[src/rtl/fetch_unit_pkg.sv]
// rtl/fetch_unit_pkg.sv - shared constants for the instruction fetch front end
package fetch_unit_pkg;

  localparam int ILEN    = 32;
  localparam int PC_STEP = 4;

endpackage

[src/rtl/fetch_queue.sv]
// rtl/fetch_queue.sv - prefetch ring: in-order alloc, fill and pop with flush
// Optional FETCH_BYPASS_EN forwards a fill straight to the output when nothing is filled.
module fetch_queue
  import fetch_unit_pkg::*;
#(
  parameter int XLEN  = 32,
  parameter int DEPTH = 4,
  localparam int PW   = $clog2(DEPTH) + 1
) (
  input  logic            clk,
  input  logic            rst,
  input  logic            flush,
  input  logic            alloc_valid,
  input  logic [XLEN-1:0] alloc_pc,
  input  logic            fill_valid,
  input  logic [ILEN-1:0] fill_data,
  input  logic            pop,
  output logic            out_valid,
  output logic [XLEN-1:0] out_pc,
  output logic [ILEN-1:0] out_instr,
  output logic [PW-1:0]   alloc_cnt,
  output logic [PW-1:0]   pend
);

  typedef struct packed {
    logic [XLEN-1:0] pc;
    logic [ILEN-1:0] instr;
    logic            filled;
  } entry_t;

  entry_t [DEPTH-1:0] entries_q, entries_d;
  logic [PW-1:0]      head_q, head_d, tail_q, tail_d, fill_q, fill_d;
  logic [PW-2:0]      head_idx, tail_idx, fill_idx;
  logic               head_filled;

  assign head_idx  = head_q[PW-2:0];
  assign tail_idx  = tail_q[PW-2:0];
  assign fill_idx  = fill_q[PW-2:0];
  assign alloc_cnt = tail_q - head_q;
  assign pend      = tail_q - fill_q;
  // A popped slot keeps its stale filled bit until reallocated, so guard on occupancy.
  assign head_filled = entries_q[head_idx].filled && (alloc_cnt != '0);

`ifdef FETCH_BYPASS_EN
  logic bypass;
  assign bypass    = fill_valid && !flush && !head_filled;
  assign out_valid = head_filled || bypass;
  assign out_pc    = bypass ? entries_q[fill_idx].pc : entries_q[head_idx].pc;
  assign out_instr = bypass ? fill_data : entries_q[head_idx].instr;
`else
  assign out_valid = head_filled;
  assign out_pc    = entries_q[head_idx].pc;
  assign out_instr = entries_q[head_idx].instr;
`endif

  always_comb begin
    entries_d = entries_q;
    head_d    = head_q;
    tail_d    = tail_q;
    fill_d    = fill_q;
    if (flush) begin
      head_d = '0;
      tail_d = '0;
      fill_d = '0;
    end else begin
      if (alloc_valid) begin
        entries_d[tail_idx].pc     = alloc_pc;
        entries_d[tail_idx].instr  = '0;
        entries_d[tail_idx].filled = 1'b0;
        tail_d = tail_q + PW'(1);
      end
      if (fill_valid) begin
        entries_d[fill_idx].instr  = fill_data;
        entries_d[fill_idx].filled = 1'b1;
        fill_d = fill_q + PW'(1);
      end
      if (pop) begin
        head_d = head_q + PW'(1);
      end
    end
  end

  always_ff @(posedge clk or posedge rst) begin
    if (rst) begin
      entries_q <= '0;
      head_q    <= '0;
      tail_q    <= '0;
      fill_q    <= '0;
    end else begin
      entries_q <= entries_d;
      head_q    <= head_d;
      tail_q    <= tail_d;
      fill_q    <= fill_d;
    end
  end

endmodule

[src/rtl/fetch_unit.sv]
// rtl/fetch_unit.sv - RV32 fetch front end: variable-latency memory port, prefetch queue, redirect
module fetch_unit
  import fetch_unit_pkg::*;
#(
  parameter int              XLEN     = 32,
  parameter logic [XLEN-1:0] RESET_PC = '0,
  parameter int              DEPTH    = 4
) (
  input  logic            clk,
  input  logic            rst,
  output logic            i_req_valid,
  input  logic            i_req_ready,
  output logic [XLEN-1:0] i_req_addr,
  input  logic            i_rsp_valid,
  input  logic [ILEN-1:0] i_rsp_data,
  input  logic            redirect_valid,
  input  logic [XLEN-1:0] redirect_pc,
  output logic            de_valid,
  input  logic            de_ready,
  output logic [ILEN-1:0] de_instr,
  output logic [XLEN-1:0] de_pc
);

  localparam int PW = $clog2(DEPTH) + 1;

  logic [XLEN-1:0] fetch_pc_q, fetch_pc_d;
  logic [PW-1:0]   discard_cnt_q, discard_cnt_d;
  logic [PW-1:0]   alloc_cnt, pend;
  logic            req_fire, rsp_fill, de_fire;

  // Memory may hold at most DEPTH requests, counting those whose responses will be dropped.
  assign i_req_valid = !rst && (alloc_cnt < PW'(DEPTH)) &&
                       (({1'b0, pend} + {1'b0, discard_cnt_q}) < (PW+1)'(DEPTH));
  assign i_req_addr  = fetch_pc_q;
  assign req_fire    = i_req_valid && i_req_ready;
  assign rsp_fill    = i_rsp_valid && (discard_cnt_q == '0) && !redirect_valid;
  assign de_fire     = de_valid && de_ready;

  always_comb begin
    fetch_pc_d    = fetch_pc_q;
    discard_cnt_d = discard_cnt_q;
    if (redirect_valid) begin
      fetch_pc_d    = redirect_pc & ~XLEN'(3);
      discard_cnt_d = discard_cnt_q + pend + PW'(req_fire) - PW'(i_rsp_valid);
    end else begin
      if (req_fire) begin
        fetch_pc_d = fetch_pc_q + XLEN'(PC_STEP);
      end
      if (i_rsp_valid && (discard_cnt_q != '0)) begin
        discard_cnt_d = discard_cnt_q - PW'(1);
      end
    end
  end

  always_ff @(posedge clk or posedge rst) begin
    if (rst) begin
      fetch_pc_q    <= RESET_PC;
      discard_cnt_q <= '0;
    end else begin
      fetch_pc_q    <= fetch_pc_d;
      discard_cnt_q <= discard_cnt_d;
    end
  end

  fetch_queue #(
    .XLEN  (XLEN),
    .DEPTH (DEPTH)
  ) u_queue (
    .clk         (clk),
    .rst         (rst),
    .flush       (redirect_valid),
    .alloc_valid (req_fire),
    .alloc_pc    (fetch_pc_q),
    .fill_valid  (rsp_fill),
    .fill_data   (i_rsp_data),
    .pop         (de_fire),
    .out_valid   (de_valid),
    .out_pc      (de_pc),
    .out_instr   (de_instr),
    .alloc_cnt   (alloc_cnt),
    .pend        (pend)
  );

endmodule

[config.mk]
export PLATFORM = sky130hd
export DESIGN_NAME = fetch_unit
export DESIGN_NICKNAME = d
export VERILOG_FILES = /design/src/rtl/fetch_unit_pkg.sv /design/src/rtl/fetch_queue.sv /design/src/rtl/fetch_unit.sv
export SDC_FILE = /design/constraint.sdc
export NUM_CORES = 1
export LEC_CHECK = 0
export BUFFER_PORTS_ARGS = -buffer_cell sky130_fd_sc_hd__buf_2
export CORE_AREA = 2 2 196 198
export DETAILED_ROUTE_END_ITERATION = 12
export DIE_AREA = 0 0 198 200
export PLACE_DENSITY_LB_ADDON = 0.2
export SLEW_MARGIN = 25
export SYNTH_ARGS = -nofsm -noshare
export SYNTH_HDL_FRONTEND = slang
export SYNTH_SLANG_ARGS = --single-unit
[constraint.sdc]
create_clock -name clk -period 25.6 [get_ports clk]
set_input_delay 1.28 -clock clk [delete_from_list [all_inputs] [get_ports clk]]
set_output_delay 1.28 -clock clk [all_outputs]
set_load 0.03 [all_outputs]
==> run metrics, run 1 <==
status=completed; yosys warns=0; Post-Syn Instances=1,230; Vias/cell=5.217; design area=16,220 um2; Slew Limit Fails=0; GR Overflow Total=0; fillers=3,543; die area=39,600 um2; worst skew pair latency=540 ps; # Post-CTS Setup Buffers=0; largest net degree at the start of global routing=135; PwrDens=101.6 nW/um2; minimum clock period=5011 ps; placed instance area=15,040 um2; Synth Register Bits=294; Rows=71; Num CTS Buffers=36; routed wire length per instance=19.99 um; Final Hold Fails=0; die height=200 um; Mean Syn Cell Area=11.39 um2; Worst VDD drop=0.00005915 V; Slew headroom=34.12%; first-pass GRT wire length=58,400 um; setup tns final=0 ps; Setup CP Type=flop to flop; Sink Count=294; Synth area leaders=dfrtp_1, mux4_2, mux2_2, nand2_1, o21ai_0; gr usage total=19.34%; Reg clk slew, reported paths=50 ps; Vias=9,777; hold buffer count at cts=0; register area share after synthesis=52.52%; Nets=1,432; post-synthesis mux area share=20.24%; Initial Util=37.46%; drt drc=0; Total Wirelength=37,470 um; Place WS=20,540 ps; P_leak=7.250 nW; post-route ant nets=0; DP HPWL=21,550 um; Max Fanout on Critical Path=37; Post-CTS Resized=0; post-route clock period utilization=19.57%; simple-gate share of the synthesized area=11.84%; Post-synth EDFFs=0; R2R setup slack=20,590 ps; Area Overhead vs Synth=15.76%; Worst Setup Slack, final=20,590 ps; critical path arrival=5420 ps; Hold Path Class=flop to flop; total power=0.001647 W; CTS root buf=clkbuf_16; Synth top area share=52.52%; initial antenna violation count=8; Synth top cells by count=nand2_1, dfrtp_1, o21ai_0; gpl congestion=0.7635; critical path required time=26,010 ps; top-count cell post-synth=nand2_1; final setup violation count=0; post-synth top area cell=dfrtp_1; H-Tree Depth=2; MaxCap Viol Count=0; DR pass1 iterations=4; Synth Area in Compound Gates=6.038%; share of layout cells above drive strength 1=31.18%; CP Launch Type=flop; post-synthesis xor/xnor area fraction=2.608%; Synth Flop Type=dfrtp_1; Critical Path Sink Type=flop; maximum clock insertion buffer count=3; vias in the first global route=9,982; Core Footprint=37,400 um2; RSZ-0062 raised after global routing=false; Die W=198 um; PortBufs=161; main combinational cell family by area after synthesis=multiplexers; Fmax=199.6 MHz; worst-margin pin slew=988.2 ps; TritonCTS clock tree=yes; # IOs=168; First DRT Iteration DRCs=671; Netlist cell types=42; mapped cell area=14,010 um2; asr flop ratio synth=100.0%; clock skew=22.18 ps; final core utilization=43.36%; synthesized-area fraction occupied by adder cells=2.179%
==> layer usage <==
layer	wire (um)	global-route usage [%]
met5	63	0
met4	869	5.931
met3	2513	4.906
met2	17560	31.03
met1	16460	25.96
==> logic make-up (layout without fill, tap and decap cells) <==
logic type	after synthesis	after routing
other	1	7
adder cells (fa/ha/maj)	22	22
multiplexers	189	189
XOR/XNOR	40	40
AND/OR/NAND/NOR	387	387
buffers and inverters	129	256
flip-flops	294	294
AO/OA/AOI/OAI	168	168
==> stage by stage <==
step           std cells  hold slack [ps]
2_1_floorplan       1233            452.4
5_1_grt             1871            506.6
3_5_place_dp        1812            480.0
3_3_place_gp        1812            463.9
6_report            1874            492.7
4_1_cts             1870            492.4
==> worst paths after layout <==
| kind | start | to | depth (start not counted) |
|---|---|---|---|
| setup / recovery | u_queue.tail_q[0]$_DFFE_PP0N_ | u_queue.entries_q[170]$_DFFE_PP0P_ | 13 |
| hold / removal | u_queue.entries_q[172]$_DFFE_PP0P_ | u_queue.entries_q[172]$_DFFE_PP0P_ | 1 |
| setup reg to reg | u_queue.tail_q[0]$_DFFE_PP0N_ | u_queue.entries_q[170]$_DFFE_PP0P_ | 13 |
| hold reg to reg | u_queue.entries_q[172]$_DFFE_PP0P_ | u_queue.entries_q[172]$_DFFE_PP0P_ | 1 |
| max in group asynchronous | rst | u_queue.head_q[0]$_DFFE_PP0P_ | 4 |
| min in group asynchronous | rst | discard_cnt_q[1]$_DFFE_PP0P_ | 2 |
==> report_power, final <==
| group | internal (W) | total [W] | switching [W] |
|---|---|---|---|
| Combinational | 0.000216 | 0.000524 | 0.000308 |
| Clock | 0.000297 | 0.000492 | 0.000195 |
| Sequential | 0.000561 | 0.000632 | 0.0000709 |
| Total | 0.00107 | 0.00165 | 0.000574 |
==> state kept, by name, summed over array words and instances, names as in the netlist <==
register / flops
discard_cnt_q: 3
i_req_addr: 30
u_queue.entries_q: 252
u_queue.fill_q: 3
u_queue.head_q: 3
u_queue.tail_q: 3
==> final cells by class <==
cell class                 count  area, um2  area share, %
inverter                      25      101.3         0.6250
tap                          511      639.4          3.943
clock buffer                  53       1067          6.581
sequential                   294       7365          45.41
clock inverter                 5      67.56         0.4166
antenna                        3      7.507        0.04629
multi-input combinational    810       6042          37.26
timing repair buffer         173      927.1          5.717
==> layout by cell type, fill, tap and decap left out, drive strengths merged, types with 12 or more instances in the layout <==
cell type / n
inv: 25
o21ai: 160
dfrtp: 294
buf: 173
xnor2: 29
nor4: 12
mux4: 63
clkbuf: 53
ha: 18
nand2: 302
nor3: 13
mux2: 124
nor2: 14
==> critical path, cell delays in order, from the launching register on <==
cell and delay, ps:
dfrtp_1 400, inv_1 170, ha_1 180, inv_1 50
fa_1 390, xor2_1 180, xnor2_1 170, ha_1 280
or4_4 530, or4_4 650, nor2_2 140, and2_2 740
buf_4 570, mux2_2 400
No activity file was read; power rests on OpenSTA's default activity.
==> run 2, diff against run 1 <==
clock period = 5 ns   (was 25.6 ns; I/O delays follow)
==> run 2 against run 1 <==
Compared with the run above: worst setup slack lost 20000 ps; largest power group unchanged; register-to-register slack lost 20000 ps; highest routed layer unchanged; via count grew 2.2%; wire length grew 1.3%; global-route usage grew 0.44 points.
==> run metrics, run 2 (synthesis gave the netlist of run 1 again) <==
status=completed (unchanged); placed insts=1,816 (was 1,812); Critical Path Sink Type=flop (unchanged); Max Fanout on Critical Path=37 (unchanged); Setup CP Type=flop to flop (unchanged); first-pass GRT wire length=59,670 um (was 58,400 um); Num CTS Buffers=36 (unchanged); First DRT Iteration DRCs=523 (was 671); Worst Setup EP=u_queue.entries_q[187]$_DFFE_PP0P_ (was u_queue.entries_q[170]$_DFFE_PP0P_); clock skew=17.60 ps (was 22.18 ps); Fmax=234.8 MHz (was 199.6 MHz); Reg clk slew, reported paths=60 ps (was 50 ps); TritonCTS clock tree=yes (unchanged); initial antenna violation count=3 (was 8); worst skew pair latency=540 ps (about the same); final core utilization=45.30% (was 43.36%); Sink Count=294 (unchanged); setup tns final=0 ps (unchanged); maximum clock insertion buffer count=3 (unchanged); PwrDens=503.1 nW/um2 (was 101.6 nW/um2); Core Footprint=37,400 um2 (unchanged); R2R cell count=13 (unchanged); Vias=9,991 (was 9,777); GR Overflow Total=0 (unchanged); max reg flops=252 (unchanged); PortBufs=161 (unchanged); Slew Limit Fails=0 (unchanged); drt drc=0 (unchanged); P_leak=7.561 nW (was 7.250 nW); worst reg2reg path endpoint=u_queue.entries_q[187]$_DFFE_PP0P_ (was u_queue.entries_q[170]$_DFFE_PP0P_); MaxCap Viol Count=0 (unchanged); Worst VDD drop=0.0002405 V (was 0.00005915 V); post-route ant nets=0 (unchanged); fillers=3,502 (was 3,543); final setup violation count=0 (unchanged); vias in the first global route=10,347 (was 9,982); Total Wirelength=37,960 um (was 37,470 um); RR Startpoint=u_queue.tail_q[0]$_DFFE_PP0N_ (unchanged); Initial Util=37.46% (unchanged); routed wire length per instance=19.50 um (was 19.99 um); minimum clock period=4259 ps (was 5011 ps); R2R setup slack=740 ps (was 20,590 ps); Final Hold Slack=41.36 ps (was 492.7 ps); post-route clock period utilization=85.18% (was 19.57%); gr usage total=19.77% (was 19.34%); Vias/cell=5.131 (was 5.217); Die W=198 um (unchanged); CP Launch Type=flop (unchanged); worst-margin pin slew=906.7 ps (was 988.2 ps); Worst Setup Slack, final=740.8 ps (was 20,590 ps); Area Overhead vs Synth=20.95% (was 15.76%); crit path from=u_queue.tail_q[0]$_DFFE_PP0N_ (unchanged); critical path arrival=4670 ps (was 5420 ps); die height=200 um (unchanged); crit path cell chain=inv_1, ha_1, inv_1, fa_1, xor2_1, xnor2_1, ha_1, or4_4, or4_4, nor2_2, and2_2, buf_4, mux2_2 (unchanged); die area=39,600 um2 (unchanged); Most flops, register=u_queue.entries_q (unchanged); H-Tree Depth=2 (unchanged); Rows=71 (unchanged); CTS root buf=clkbuf_16 (unchanged); DR pass1 iterations=4 (unchanged); Slew headroom=39.34% (was 34.12%); CP peak stage delay=650 ps (was 740 ps); Hold Path Class=primary input to flop (was flop to flop); Crit-path slowest cell=or4_4 (was and2_2); critical path required time=5410 ps (was 26,010 ps); Levels on crit path=13 (unchanged); Final Hold Fails=0 (unchanged); most frequent cells in the layout=nand2_1, dfrtp_1, buf_2, o21ai_0, mux2_2 (unchanged); Nets=1,500 (was 1,432); delay-heaviest family, CP=simple AND/OR/NAND/NOR gates (unchanged); Bufs and invs on worst path=3 (unchanged); final cell count without fillers=1,947 (was 1,874); DP HPWL=21,800 um (was 21,550 um); largest net degree at the start of global routing=192 (was 135); commonest non-fill, non-tap cell in the layout=nand2_1 (unchanged); gpl congestion=0.7404 (was 0.7635); RSZ-0062 raised after global routing=false (unchanged); Place WS=736.6 ps (was 20,540 ps); share of layout cells above drive strength 1=30.40% (was 31.18%); # IOs=168 (unchanged)
run 2: cell types whose count changed in the layout (fill, tap and decap cells not counted), moves of 2 or more:
cell	before	now
buf_12	0	4
clkinv_2	1	8
clkinvlp_4	1	3
clkbuf_1	9	7
dlygate4sd3_1	0	64
run 2: metrics by stage:
stage	power [W]	area, um2
after floorplan	0.005219	14020
after global placement	0.005951	15110
after detailed placement	0.006011	15120
after CTS	0.008639	16910
after global routing	0.008980	16940
final	0.008525	16940
run 2: layout make-up:
| cell class | instances | area [um2] | share of cell area (%) |
|---|---|---|---|
| Multi-Input combinational cell | 810 | 6042 | 35.66 |
| Sequential cell | 294 | 7365 | 43.46 |
| Tap cell | 511 | 639.4 | 3.773 |
| Antenna cell | 2 | 5.005 | 0.02954 |
| Clock buffer | 51 | 1049 | 6.188 |
| Timing Repair Buffer | 241 | 1644 | 9.703 |
| Inverter | 25 | 97.59 | 0.5760 |
| Clock inverter | 13 | 102.6 | 0.6055 |
run 2: worst register-to-register path: cells and delay by family (launching register included):
kind	cells	cell delay [ps]
simple gates	4	1480
buf+inv	3	630
fa+ha+maj	3	840
flops	1	400
xor+xnor	2	370
mux	1	400
run 2: worst min-delay path by stage:
stage,start,endpoint,slack (ps),cells after the start
2_1_floorplan,i_rsp_data[9],u_queue.entries_q[10]$_DFFE_PP0N_,370,2
3_3_place_gp,redirect_pc[8],i_req_addr[8]$_DFFE_PP0N_,460,3
3_5_place_dp,redirect_pc[5],i_req_addr[5]$_DFFE_PP0N_,460,3
4_1_cts,i_rsp_valid,u_queue.fill_q[1]$_DFFE_PP0P_,10,3
5_1_grt,i_rsp_valid,u_queue.fill_q[1]$_DFFE_PP0P_,50,3
6_report,i_rsp_valid,u_queue.fill_q[1]$_DFFE_PP0P_,40,3
run 2: power breakdown:
group	total (W)	switching [W]	internal [W]
clock	0.00255	0.00103	0.00151
combinational	0.00276	0.00161	0.00114
sequential	0.00322	0.000349	0.00287
total	0.00853	0.00300	0.00553
run 2: per-layer routing:
layer	wire (um)	vias to the layer above	part of all wire, %	track usage (%)
met5	11	-	0.029	0
met4	948	2	2.5	6.628
met3	1706	56	4.5	3.343
met2	18000	222	47	32.38
met1	17300	5120	46	26.87
li1	-	4591	-	-
run 2: timing repair:
| item | CTS | global route |
|---|---|---|
| resized for setup | 0 | 0 |
| buffers inserted | 0 | 0 |
| hold endpoints to repair | 208 | 0 |
| hold buffers | 64 | 0 |
